## src/rtl/div_sched_pkg.sv

```systemverilog
// Shared constants for the divider scheduler: defaults, FSM encoding, div-by-zero quotient.
package div_sched_pkg;

    localparam int unsigned DEF_N_REQ   = 4;
    localparam int unsigned DEF_W       = 32;
    localparam int unsigned DEF_TIMEOUT = 40;

    localparam logic [1:0] ST_IDLE  = 2'd0;
    localparam logic [1:0] ST_ISSUE = 2'd1;
    localparam logic [1:0] ST_WAIT  = 2'd2;
    localparam logic [1:0] ST_RESP  = 2'd3;

    localparam logic [DEF_W-1:0] DIV0_Q = '1;

endpackage

```

## src/rtl/div_sched_rr_pick.sv

```systemverilog
// Combinational round-robin picker: first asserted request after `last`, as one-hot and index.
module rr_pick
    import div_sched_pkg::*;
#(
    parameter int unsigned N_REQ = DEF_N_REQ,
    parameter int unsigned IW    = $clog2(N_REQ)
) (
    input  logic [N_REQ-1:0] req,
    input  logic [IW-1:0]    last,
    output logic [N_REQ-1:0] grant,
    output logic [IW-1:0]    idx
);

    logic        found;
    int unsigned cand;

    // Scan from last+1 around the ring; the first hit wins.
    always_comb begin
        grant = '0;
        idx   = '0;
        found = 1'b0;
        cand  = 0;
        for (int unsigned k = 1; k <= N_REQ; k++) begin
            cand = (32'(last) + k) % N_REQ;
            if (!found && req[IW'(cand)]) begin
                found             = 1'b1;
                grant[IW'(cand)]  = 1'b1;
                idx               = IW'(cand);
            end
        end
    end

endmodule

```

## src/rtl/div_sched.sv

```systemverilog
// Shares one iterative divider among N_REQ requesters: round-robin accept, start/done
// handshake with watchdog, up-front divide-by-zero, result routed back to the issuer.
module div_sched
    import div_sched_pkg::*;
#(
    parameter int unsigned N_REQ   = DEF_N_REQ,
    parameter int unsigned W       = DEF_W,
    parameter int unsigned TIMEOUT = DEF_TIMEOUT
) (
    input  logic               clk,
    input  logic               reset,
    input  logic [N_REQ-1:0]   req_valid,
    input  logic [N_REQ*W-1:0] req_a,
    input  logic [N_REQ*W-1:0] req_b,
    output logic [N_REQ-1:0]   req_ready,
    output logic [N_REQ-1:0]   resp_valid,
    output logic [W-1:0]       resp_q,
    output logic [W-1:0]       resp_r,
    output logic               resp_err,
    output logic               busy,
    output logic               div_start,
    output logic [W-1:0]       div_a,
    output logic [W-1:0]       div_b,
    input  logic               div_done,
    input  logic [W-1:0]       div_q,
    input  logic [W-1:0]       div_r
);

    localparam int unsigned IW = $clog2(N_REQ);
    localparam int unsigned CW = $clog2(TIMEOUT + 1);

    logic [1:0]       state, state_d;
    logic [IW-1:0]    last_grant, last_grant_d;
    logic [IW-1:0]    gnt_idx, gnt_idx_d;
    logic [CW-1:0]    cnt, cnt_d;
    logic [W-1:0]     a_d, b_d, q_d, r_d;
    logic             err_d;
    logic [N_REQ-1:0] pick_grant;
    logic [IW-1:0]    pick_idx;
    logic [W-1:0]     sel_a, sel_b;
    logic             accept;

    rr_pick #(
        .N_REQ (N_REQ),
        .IW    (IW)
    ) u_pick (
        .req   (req_valid),
        .last  (last_grant),
        .grant (pick_grant),
        .idx   (pick_idx)
    );

    // Ready only advertises the grant while idle and out of reset.
    assign req_ready = (state == ST_IDLE && !reset) ? pick_grant : '0;
    assign accept    = |(req_valid & req_ready);

    always_comb begin
        sel_a = '0;
        sel_b = '0;
        for (int unsigned i = 0; i < N_REQ; i++) begin
            if (pick_grant[i]) begin
                sel_a = req_a[i*W +: W];
                sel_b = req_b[i*W +: W];
            end
        end
    end

    // Next-state and datapath update.
    always_comb begin
        state_d      = state;
        last_grant_d = last_grant;
        gnt_idx_d    = gnt_idx;
        cnt_d        = cnt;
        a_d          = div_a;
        b_d          = div_b;
        q_d          = resp_q;
        r_d          = resp_r;
        err_d        = resp_err;
        case (state)
            ST_IDLE: begin
                if (accept) begin
                    gnt_idx_d = pick_idx;
                    a_d       = sel_a;
                    b_d       = sel_b;
                    if (sel_b == '0) begin
                        q_d     = W'(DIV0_Q);
                        r_d     = sel_a;
                        err_d   = 1'b1;
                        state_d = ST_RESP;
                    end else begin
                        state_d = ST_ISSUE;
                    end
                end
            end
            ST_ISSUE: begin
                cnt_d   = '0;
                state_d = ST_WAIT;
            end
            ST_WAIT: begin
                cnt_d = cnt + CW'(1);
                // A completion in the final watchdog cycle still counts as success.
                if (div_done) begin
                    q_d     = div_q;
                    r_d     = div_r;
                    err_d   = 1'b0;
                    state_d = ST_RESP;
                end else if (cnt == CW'(TIMEOUT - 1)) begin
                    q_d     = '0;
                    r_d     = '0;
                    err_d   = 1'b1;
                    state_d = ST_RESP;
                end
            end
            ST_RESP: begin
                last_grant_d = gnt_idx;
                state_d      = ST_IDLE;
            end
            default: state_d = ST_IDLE;
        endcase
    end

    always_ff @(posedge clk or posedge reset) begin
        if (reset) begin
            state      <= ST_IDLE;
            last_grant <= IW'(N_REQ - 1);
            gnt_idx    <= '0;
            cnt        <= '0;
            div_a      <= '0;
            div_b      <= '0;
            resp_q     <= '0;
            resp_r     <= '0;
            resp_err   <= 1'b0;
            resp_valid <= '0;
            div_start  <= 1'b0;
            busy       <= 1'b0;
        end else begin
            state      <= state_d;
            last_grant <= last_grant_d;
            gnt_idx    <= gnt_idx_d;
            cnt        <= cnt_d;
            div_a      <= a_d;
            div_b      <= b_d;
            resp_q     <= q_d;
            resp_r     <= r_d;
            resp_err   <= err_d;
            resp_valid <= (state_d == ST_RESP) ? (N_REQ'(1) << gnt_idx_d) : '0;
            div_start  <= (state_d == ST_ISSUE);
            busy       <= (state_d != ST_IDLE);
        end
    end

endmodule

```

## config.mk

```make
export PLATFORM = sky130hd
export DESIGN_NAME = div_sched
export DESIGN_NICKNAME = d
export VERILOG_FILES = /design/src/rtl/div_sched_pkg.sv /design/src/rtl/div_sched_rr_pick.sv /design/src/rtl/div_sched.sv
export SDC_FILE = /design/constraint.sdc
export NUM_CORES = 1
export LEC_CHECK = 0
export BUFFER_PORTS_ARGS = -buffer_cell sky130_fd_sc_hd__buf_2
export CORE_AREA = 2 2 181 183
export CTS_CLUSTER_DIAMETER = 150
export CTS_CLUSTER_SIZE = 25
export DETAILED_ROUTE_END_ITERATION = 8
export DIE_AREA = 0 0 183 185
export PLACE_DENSITY = 0.65
export REMOVE_ABC_BUFFERS = 1
export SLEW_MARGIN = 20
export SYNTH_ARGS = -nofsm -noshare
export SYNTH_HDL_FRONTEND = slang
export SYNTH_HIERARCHICAL = 1
export SYNTH_SLANG_ARGS = --single-unit
```

## constraint.sdc

```tcl
create_clock -name clk -period 5.9 [get_ports clk]
set_input_delay 1.77 -clock clk [delete_from_list [all_inputs] [get_ports clk]]
set_output_delay 1.77 -clock clk [all_outputs]
set_load 0.01 [all_outputs]
```

### Word level (Yosys, flattened, before mapping)

Index checks and enable logic that the tools add are counted.

* bitwise operators: 4
* multipliers: 0
* reduce and logical (&&, ||, !) cells: 20
* div/mod/pow operators: 0
* shift-type cells: 1
* equality and inequality tests: 9
* multiplexer cells: 59
* add/sub/neg operators: 5
* $lt $le $gt $ge: 8

Operators with widths (number)
* two-way mux 32 bit: 15
* case mux 32 bit (2 select lines): 2
* zero test 32 bit: 1
* two-way mux 4 bit: 6
* two-way mux 2 bit: 10
* two-way mux 1 bit: 15
* < comparator 2 x 3 -> 1 bit (second input constant): 4
* OR 4 bit: 3
* case mux 6 bit (2 select lines): 1
* binary-select mux 1 bit (select 2 bit): 4
* demux 1 bit (select 2 bit): 4
* >= comparator 2 x 1 -> 1 bit (second input constant): 4
* logical AND 1 bit: 8
* case mux 2 bit (4 select lines): 1
* adder 6 x 1 -> 6 bit (second input constant): 1
* == test 2 bit (second input constant): 3
* == test 6 bit (second input constant): 1
* nonzero test 2 bit: 3
* adder 2 x 1 -> 2 bit (second input constant): 2
* adder 2 bit (second input constant): 2
* bitwise AND 4 bit: 1
* == test 2 x 1 -> 1 bit (second input constant): 2
* zero test 1 bit: 4
* AND reduction 4 bit: 1
* other kinds (8): 8

* bits in latches: 0
* input port bits: 327
* output and inout port bits: 139
* register bits: 147
* memory bits (writable): 0
* logic and storage cells: 118
* memories kept: 0
* bits in read-only memories: 0

### Depth between registers and ports, before layout

* depth after elaboration: 23
* depth in mapped cells: 18
* mapped depth without buffers: 13

### Hierarchy

The synthesis kept the hierarchy.

By module, submodules not included
* div_sched: cells an instance 849, times used 1, area an instance 8281.7 um^2, sequential area each 3681.0 um^2
* rr_pick: cells an instance 59, times used 1, area an instance 490.5 um^2, sequential area each 0.0 um^2

### Worst setup path after synthesis

OpenSTA, ideal clock, no wires.

* path type: input to output
* start point: input req_valid[2]
* end point: output req_ready[1]
* buffers on the path: 4
* required time: 4130 ps
* setup slack: 302 ps
* data arrival time: 3828 ps
* stages: 8
* path through: buf_6 mux4_2 a211oi_4 a221o_1 buf_2 clkbuf_1 clkbuf_1 and2_1

* cells in the longest elaborated chain, start to end: 13
* elaborated cells on any way between the ends: 25
* classes of those cells: 16 x mux; 3 x bitwise; 6 x reduce/logical

Ends and longest elaborated chain
* start: declaration: line div_sched.sv:12 `input logic [N_REQ-1:0] req_valid,`
* binary-select mux 1 bit (select 2 bit): line div_sched_rr_pick.sv:25 `if (!found && req[IW'(cand)]) begin`
* two-way mux 1 bit (implied by the code): line div_sched_rr_pick.sv:25
* two-way mux 1 bit: line div_sched_rr_pick.sv:25
* zero test 1 bit: line div_sched_rr_pick.sv:25
* logical AND 1 bit: line div_sched_rr_pick.sv:25
* two-way mux 1 bit: line div_sched_rr_pick.sv:25
* zero test 1 bit: line div_sched_rr_pick.sv:25
* logical AND 1 bit: line div_sched_rr_pick.sv:25
* two-way mux 1 bit: line div_sched_rr_pick.sv:25
* zero test 1 bit: line div_sched_rr_pick.sv:25
* logical AND 1 bit: line div_sched_rr_pick.sv:25
* two-way mux 4 bit *: line div_sched_rr_pick.sv:25
* net pick_grant[1]: line div_sched.sv:38 `logic [N_REQ-1:0] pick_grant;`
* two-way mux 4 bit *: line div_sched.sv:54 `assign req_ready = (state == ST_IDLE && !reset) ? pick_grant : '0;`
* end: declaration: line div_sched.sv:15 `output logic [N_REQ-1:0] req_ready,`

Mark *: on every way through the listed nets, which the timed path passes. The rest lies on a longest branch. The select of a mux whose other input is x is not followed.

### Worst setup path in the final report

Same ends and word-level chain as after synthesis.

==> run_summary.xml <==
<?xml version="1.0" encoding="UTF-8"?>
<metrics>
  <group name="critical_path">
    <metric name="startpoint_type" unit="">primary input</metric>
    <metric name="critical_path_buf_inv_count" unit="">3</metric>
    <metric name="worst_r2r_endpoint" unit="">resp_r[19]$_DFFE_PP0P_</metric>
    <metric name="maximum_fanout_along_the_worst_path" unit="">46</metric>
    <metric name="reg2reg_depth" unit="">14</metric>
    <metric name="cpMaxStageDelayCell" unit="">sky130_fd_sc_hd__o41ai_2</metric>
    <metric name="critical_path.most_common_cell" unit="">sky130_fd_sc_hd__buf_2</metric>
    <metric name="path_class" unit="">in2out</metric>
    <metric name="cp.required" unit="ns">4.13</metric>
    <metric name="setup.reg_to_reg.worst_slack" unit="ns">0.90</metric>
    <metric name="worstPathCellList" unit="">buf_2 &gt; and3b_1 &gt; a21oi_1 &gt; o41ai_2 &gt; a221o_2 &gt; buf_12 &gt; and2_1 &gt; buf_2</metric>
    <metric name="worst_path_dominant_cell_family" unit="">compound AO/OA/AOI/OAI gates</metric>
    <metric name="critPathMaxStageDelay" unit="ns">0.56</metric>
    <metric name="regToRegStartpoint" unit="">last_grant[0]$_DFFE_PP1N_</metric>
    <metric name="crit_path_end_kind" unit="">primary output</metric>
    <metric name="worst-endpoint-arrival" unit="ns">3.65</metric>
  </group>
  <group name="sta">
    <metric name="fin_tns_setup" unit="ns">0</metric>
    <metric name="grt_setup_unrepaired" unit="">no</metric>
    <metric name="maxClockFrequency" unit="MHz">184</metric>
    <metric name="tightest_slew" unit="ns">0.929</metric>
    <metric name="timing_max_transition_violations_final" unit="">0</metric>
    <metric name="final_min_period_over_clock_period" unit="%">91.9</metric>
    <metric name="hold_viol" unit="">0</metric>
    <metric name="whs" unit="ns">0.472</metric>
    <metric name="maxSlewHeadroom" unit="%">38.0</metric>
    <metric name="finClkSkew" unit="ns">0.0186</metric>
    <metric name="setup_viol" unit="">0</metric>
    <metric name="final_period_minus_worst_setup_slack" unit="ns">5.42</metric>
  </group>
  <group name="floorplan">
    <metric name="floorplan.io_pins" unit="">466</metric>
    <metric name="fp.coreArea" unit="mm^2">0.0320</metric>
    <metric name="floorplan.die_area" unit="mm^2">0.0339</metric>
    <metric name="initial_utilization" unit="%">27.4</metric>
    <metric name="rows" unit="">66</metric>
    <metric name="die_x" unit="um">183</metric>
    <metric name="die_height" unit="um">185</metric>
  </group>
  <group name="synth">
    <metric name="post_synth_main_area_contributors" unit="">sky130_fd_sc_hd__dfrtp_1 (41%), sky130_fd_sc_hd__mux2_4 (11%), sky130_fd_sc_hd__nand2_1 (7.7%)</metric>
    <metric name="netlist_instances" unit="">908</metric>
    <metric name="yosysTopAreaCell" unit="">sky130_fd_sc_hd__dfrtp_1</metric>
    <metric name="synthFlopType" unit="">sky130_fd_sc_hd__dfrtp_1</metric>
    <metric name="synth_sequential_area_ratio" unit="%">42.0</metric>
    <metric name="yosys_warn_count" unit="">6</metric>
    <metric name="synth-seq-cells" unit="">147</metric>
    <metric name="yosys.area.top_type_share" unit="%">41.4</metric>
    <metric name="synthesis.area_per_instance" unit="um^2">9.66</metric>
    <metric name="synth-async-reset-ratio" unit="%">100</metric>
    <metric name="synth_cell_types" unit="">67</metric>
    <metric name="synth_most_common_cell" unit="">sky130_fd_sc_hd__nand2_1</metric>
    <metric name="ys_top_cells_by_count" unit="">sky130_fd_sc_hd__nand2_1 (180), sky130_fd_sc_hd__dfrtp_1 (145), sky130_fd_sc_hd__o21ai_0 (71)</metric>
    <metric name="cell_area_after_synthesis" unit="mm^2">0.00877</metric>
    <metric name="synth_edf_count" unit="">0</metric>
  </group>
  <group name="cts">
    <metric name="cts-root-buf" unit="">sky130_fd_sc_hd__clkbuf_16</metric>
    <metric name="clkTransAtPathRegs" unit="ns">0.06</metric>
    <metric name="post_cts.resized_instances" unit="">0</metric>
    <metric name="cts.htree.levels" unit="">4</metric>
    <metric name="cts_inserted_buffers" unit="">17</metric>
    <metric name="worst_skew_pair.late_latency" unit="ns">0.42</metric>
    <metric name="max-clock-path-buffers" unit="">2</metric>
    <metric name="postCtsSetupBuffers" unit="">0</metric>
    <metric name="postCtsHoldBufs" unit="">0</metric>
    <metric name="cts_tree" unit="">yes</metric>
    <metric name="clock_sink_count" unit="">147</metric>
  </group>
  <group name="layout">
    <metric name="area.growth.synth_to_final" unit="%">36.4</metric>
    <metric name="layout-drive-gt1-share" unit="%">45.5</metric>
    <metric name="layout.area.seq" unit="mm^2">0.00368</metric>
    <metric name="final.fill_count" unit="">3290</metric>
    <metric name="design.final.nets" unit="">1674</metric>
    <metric name="multi_input_gate_area" unit="mm^2">0.00462</metric>
  </group>
  <group name="detailed_routing">
    <metric name="drt_first_pass_iters" unit="">5</metric>
    <metric name="detailedRoute.firstIterationViolations" unit="">454</metric>
    <metric name="post-route-drc-count" unit="">0</metric>
    <metric name="route.detailed.vias_per_inst" unit="">5.09</metric>
    <metric name="detailroute.via_count" unit="">8950</metric>
    <metric name="wl_per_cell" unit="um">19.3</metric>
    <metric name="detail-route-antenna-nets" unit="">0</metric>
    <metric name="routed_wl" unit="um">33800</metric>
  </group>
  <group name="power">
    <metric name="power_per_cell_area" unit="mW/mm^2">626</metric>
    <metric name="leakage_power_summed_over_all_cells" unit="uW">0.00583</metric>
    <metric name="max-vdd-ir-drop" unit="mV">0.332</metric>
  </group>
  <group name="global_route">
    <metric name="number_of_global_route_vias_before_repair" unit="">8439</metric>
    <metric name="grt_pass1_wl" unit="um">48800</metric>
    <metric name="grt.overflow.total" unit="">0</metric>
    <metric name="antenna_found_initial" unit="">4</metric>
    <metric name="largest_net_degree_at_the_start_of_global_routing" unit="">91</metric>
    <metric name="gr-usage-all-layers" unit="%">18.8</metric>
  </group>
  <group name="worst_hold_path">
    <metric name="hold_end" unit="">div_a[27]$_DFFE_PP0P_</metric>
    <metric name="min-delay-start" unit="">div_a[27]$_DFFE_PP0P_</metric>
    <metric name="worst_hold_path_type" unit="">reg2reg</metric>
    <metric name="timing.hold.worst_path_depth" unit="">2</metric>
  </group>
  <group name="placement">
    <metric name="count_of_port_buffers_added_during_placement" unit="">465</metric>
    <metric name="gp_congestion" unit="">0.950</metric>
    <metric name="detailed_place_hpwl" unit="um">25800</metric>
  </group>
  <group name="job">
    <metric name="drv.max_cap_violation_count" unit="">0</metric>
  </group>
  <group name="run_status">
    <metric name="outcome" unit="">finished, final reports clean</metric>
  </group>
</metrics>
==> tightest hold or removal path, cell delays in order (launching register included) <==
cell and delay, ns:
sky130_fd_sc_hd__dfrtp_1 0.33, sky130_fd_sc_hd__nand2_1 0.04, sky130_fd_sc_hd__o21ai_0 0.06
==> power breakdown <==
| part | leakage (uW) | internal (uW) | switching [uW] | total (uW) |
|---|---|---|---|---|
| logic | 0.00374 | 1900 | 2810 | 4710 |
| clock network | 0.000268 | 601 | 471 | 1070 |
| registers | 0.00182 | 1430 | 270 | 1700 |
| total | 0.00583 | 3940 | 3550 | 7480 |
==> cells by family (layout without fill, tap and decap cells) <==
kind of cell    after synthesis  count (layout)  share of synthesized area [%]
compound gates              288             288                           22.6
fa+ha+maj                    13              13                           1.85
other cells                   0               2                              0
simple gates                297             297                           16.0
flops                       147             147                           42.0
mux                          69              69                           11.7
buf+inv                      93             532                           5.73
xor+xnor                      1               1                         0.0999
==> area by class of cell <==
class	instances	share of cell area, %
Tap cell	408	4.27
Clock buffer	20	3.73
Antenna cell	2	0.0418
Inverter	15	0.512
Timing Repair Buffer	485	21.0
Clock inverter	12	1.03
Multi-Input combinational cell	668	38.6
Sequential cell	147	30.8
==> metrics by stage <==
stage | util, % | std cells | total power [uW] | cell area [um^2] | worst slack [ns]
2_1_floorplan | - | 830 | 4750 | 8330 | -2.39
3_3_place_gp | 35.5 | 1723 | 6300 | 11400 | 0.314
3_5_place_dp | 35.5 | 1723 | 6410 | 11400 | 0.153
4_1_cts | 37.3 | 1755 | 7530 | 12000 | 0.507
5_1_grt | 37.3 | 1757 | 8050 | 12000 | 0.367
6_report | 37.3 | 1757 | 7480 | 12000 | 0.475
==> worst max path at each step <==
stage / startpoint / cells past startpoint / to
6_report: req_valid[2] / 8 / req_ready[1]
3_3_place_gp: req_valid[2] / 13 / resp_q[21]$_DFFE_PP0P_
2_1_floorplan: req_valid[1] / 10 / resp_q[0]$_DFFE_PP0P_
4_1_cts: req_valid[2] / 8 / req_ready[1]
3_5_place_dp: req_valid[1] / 13 / resp_q[18]$_DFFE_PP0P_
5_1_grt: req_valid[2] / 8 / req_ready[1]
==> layer usage <==
layer	share of wire, %	global-route usage [%]
met4	2.6	6.82
met5	0.095	0
met2	47	30.9
met1	43	24.0
met3	6.8	4.58
==> sequential cells by signal, summed over array words and instances, names as in the netlist <==
signal,cells
div_a,32
div_b,32
resp_q,32
resp_r,32
cnt,6
resp_valid,4
gnt_idx,2
last_grant,2
state,2
busy,1
div_start,1
resp_err,1
==> cells in the final DEF, fill, tap and decap left out, types with 6 or more instances in the layout <==
cell type                   netlist  routed
sky130_fd_sc_hd__dfrtp_1        145     145
sky130_fd_sc_hd__nor3_1          33      33
sky130_fd_sc_hd__o31ai_1         30      30
sky130_fd_sc_hd__ha_1            13      12
sky130_fd_sc_hd__nor2_1          10      10
sky130_fd_sc_hd__buf_4            1      17
sky130_fd_sc_hd__a21oi_1         44      44
sky130_fd_sc_hd__o21ai_0         71      71
sky130_fd_sc_hd__a221oi_1        58      58
sky130_fd_sc_hd__nand2_1        180     179
sky130_fd_sc_hd__o21ai_1          6       6
sky130_fd_sc_hd__o22ai_1         44      44
sky130_fd_sc_hd__nor2b_1         36      35
sky130_fd_sc_hd__inv_1           14      13
sky130_fd_sc_hd__clkbuf_16        0      17
sky130_fd_sc_hd__mux2_4          62      62
sky130_fd_sc_hd__buf_2            6     465
Power figures use the tool's default switching activity.
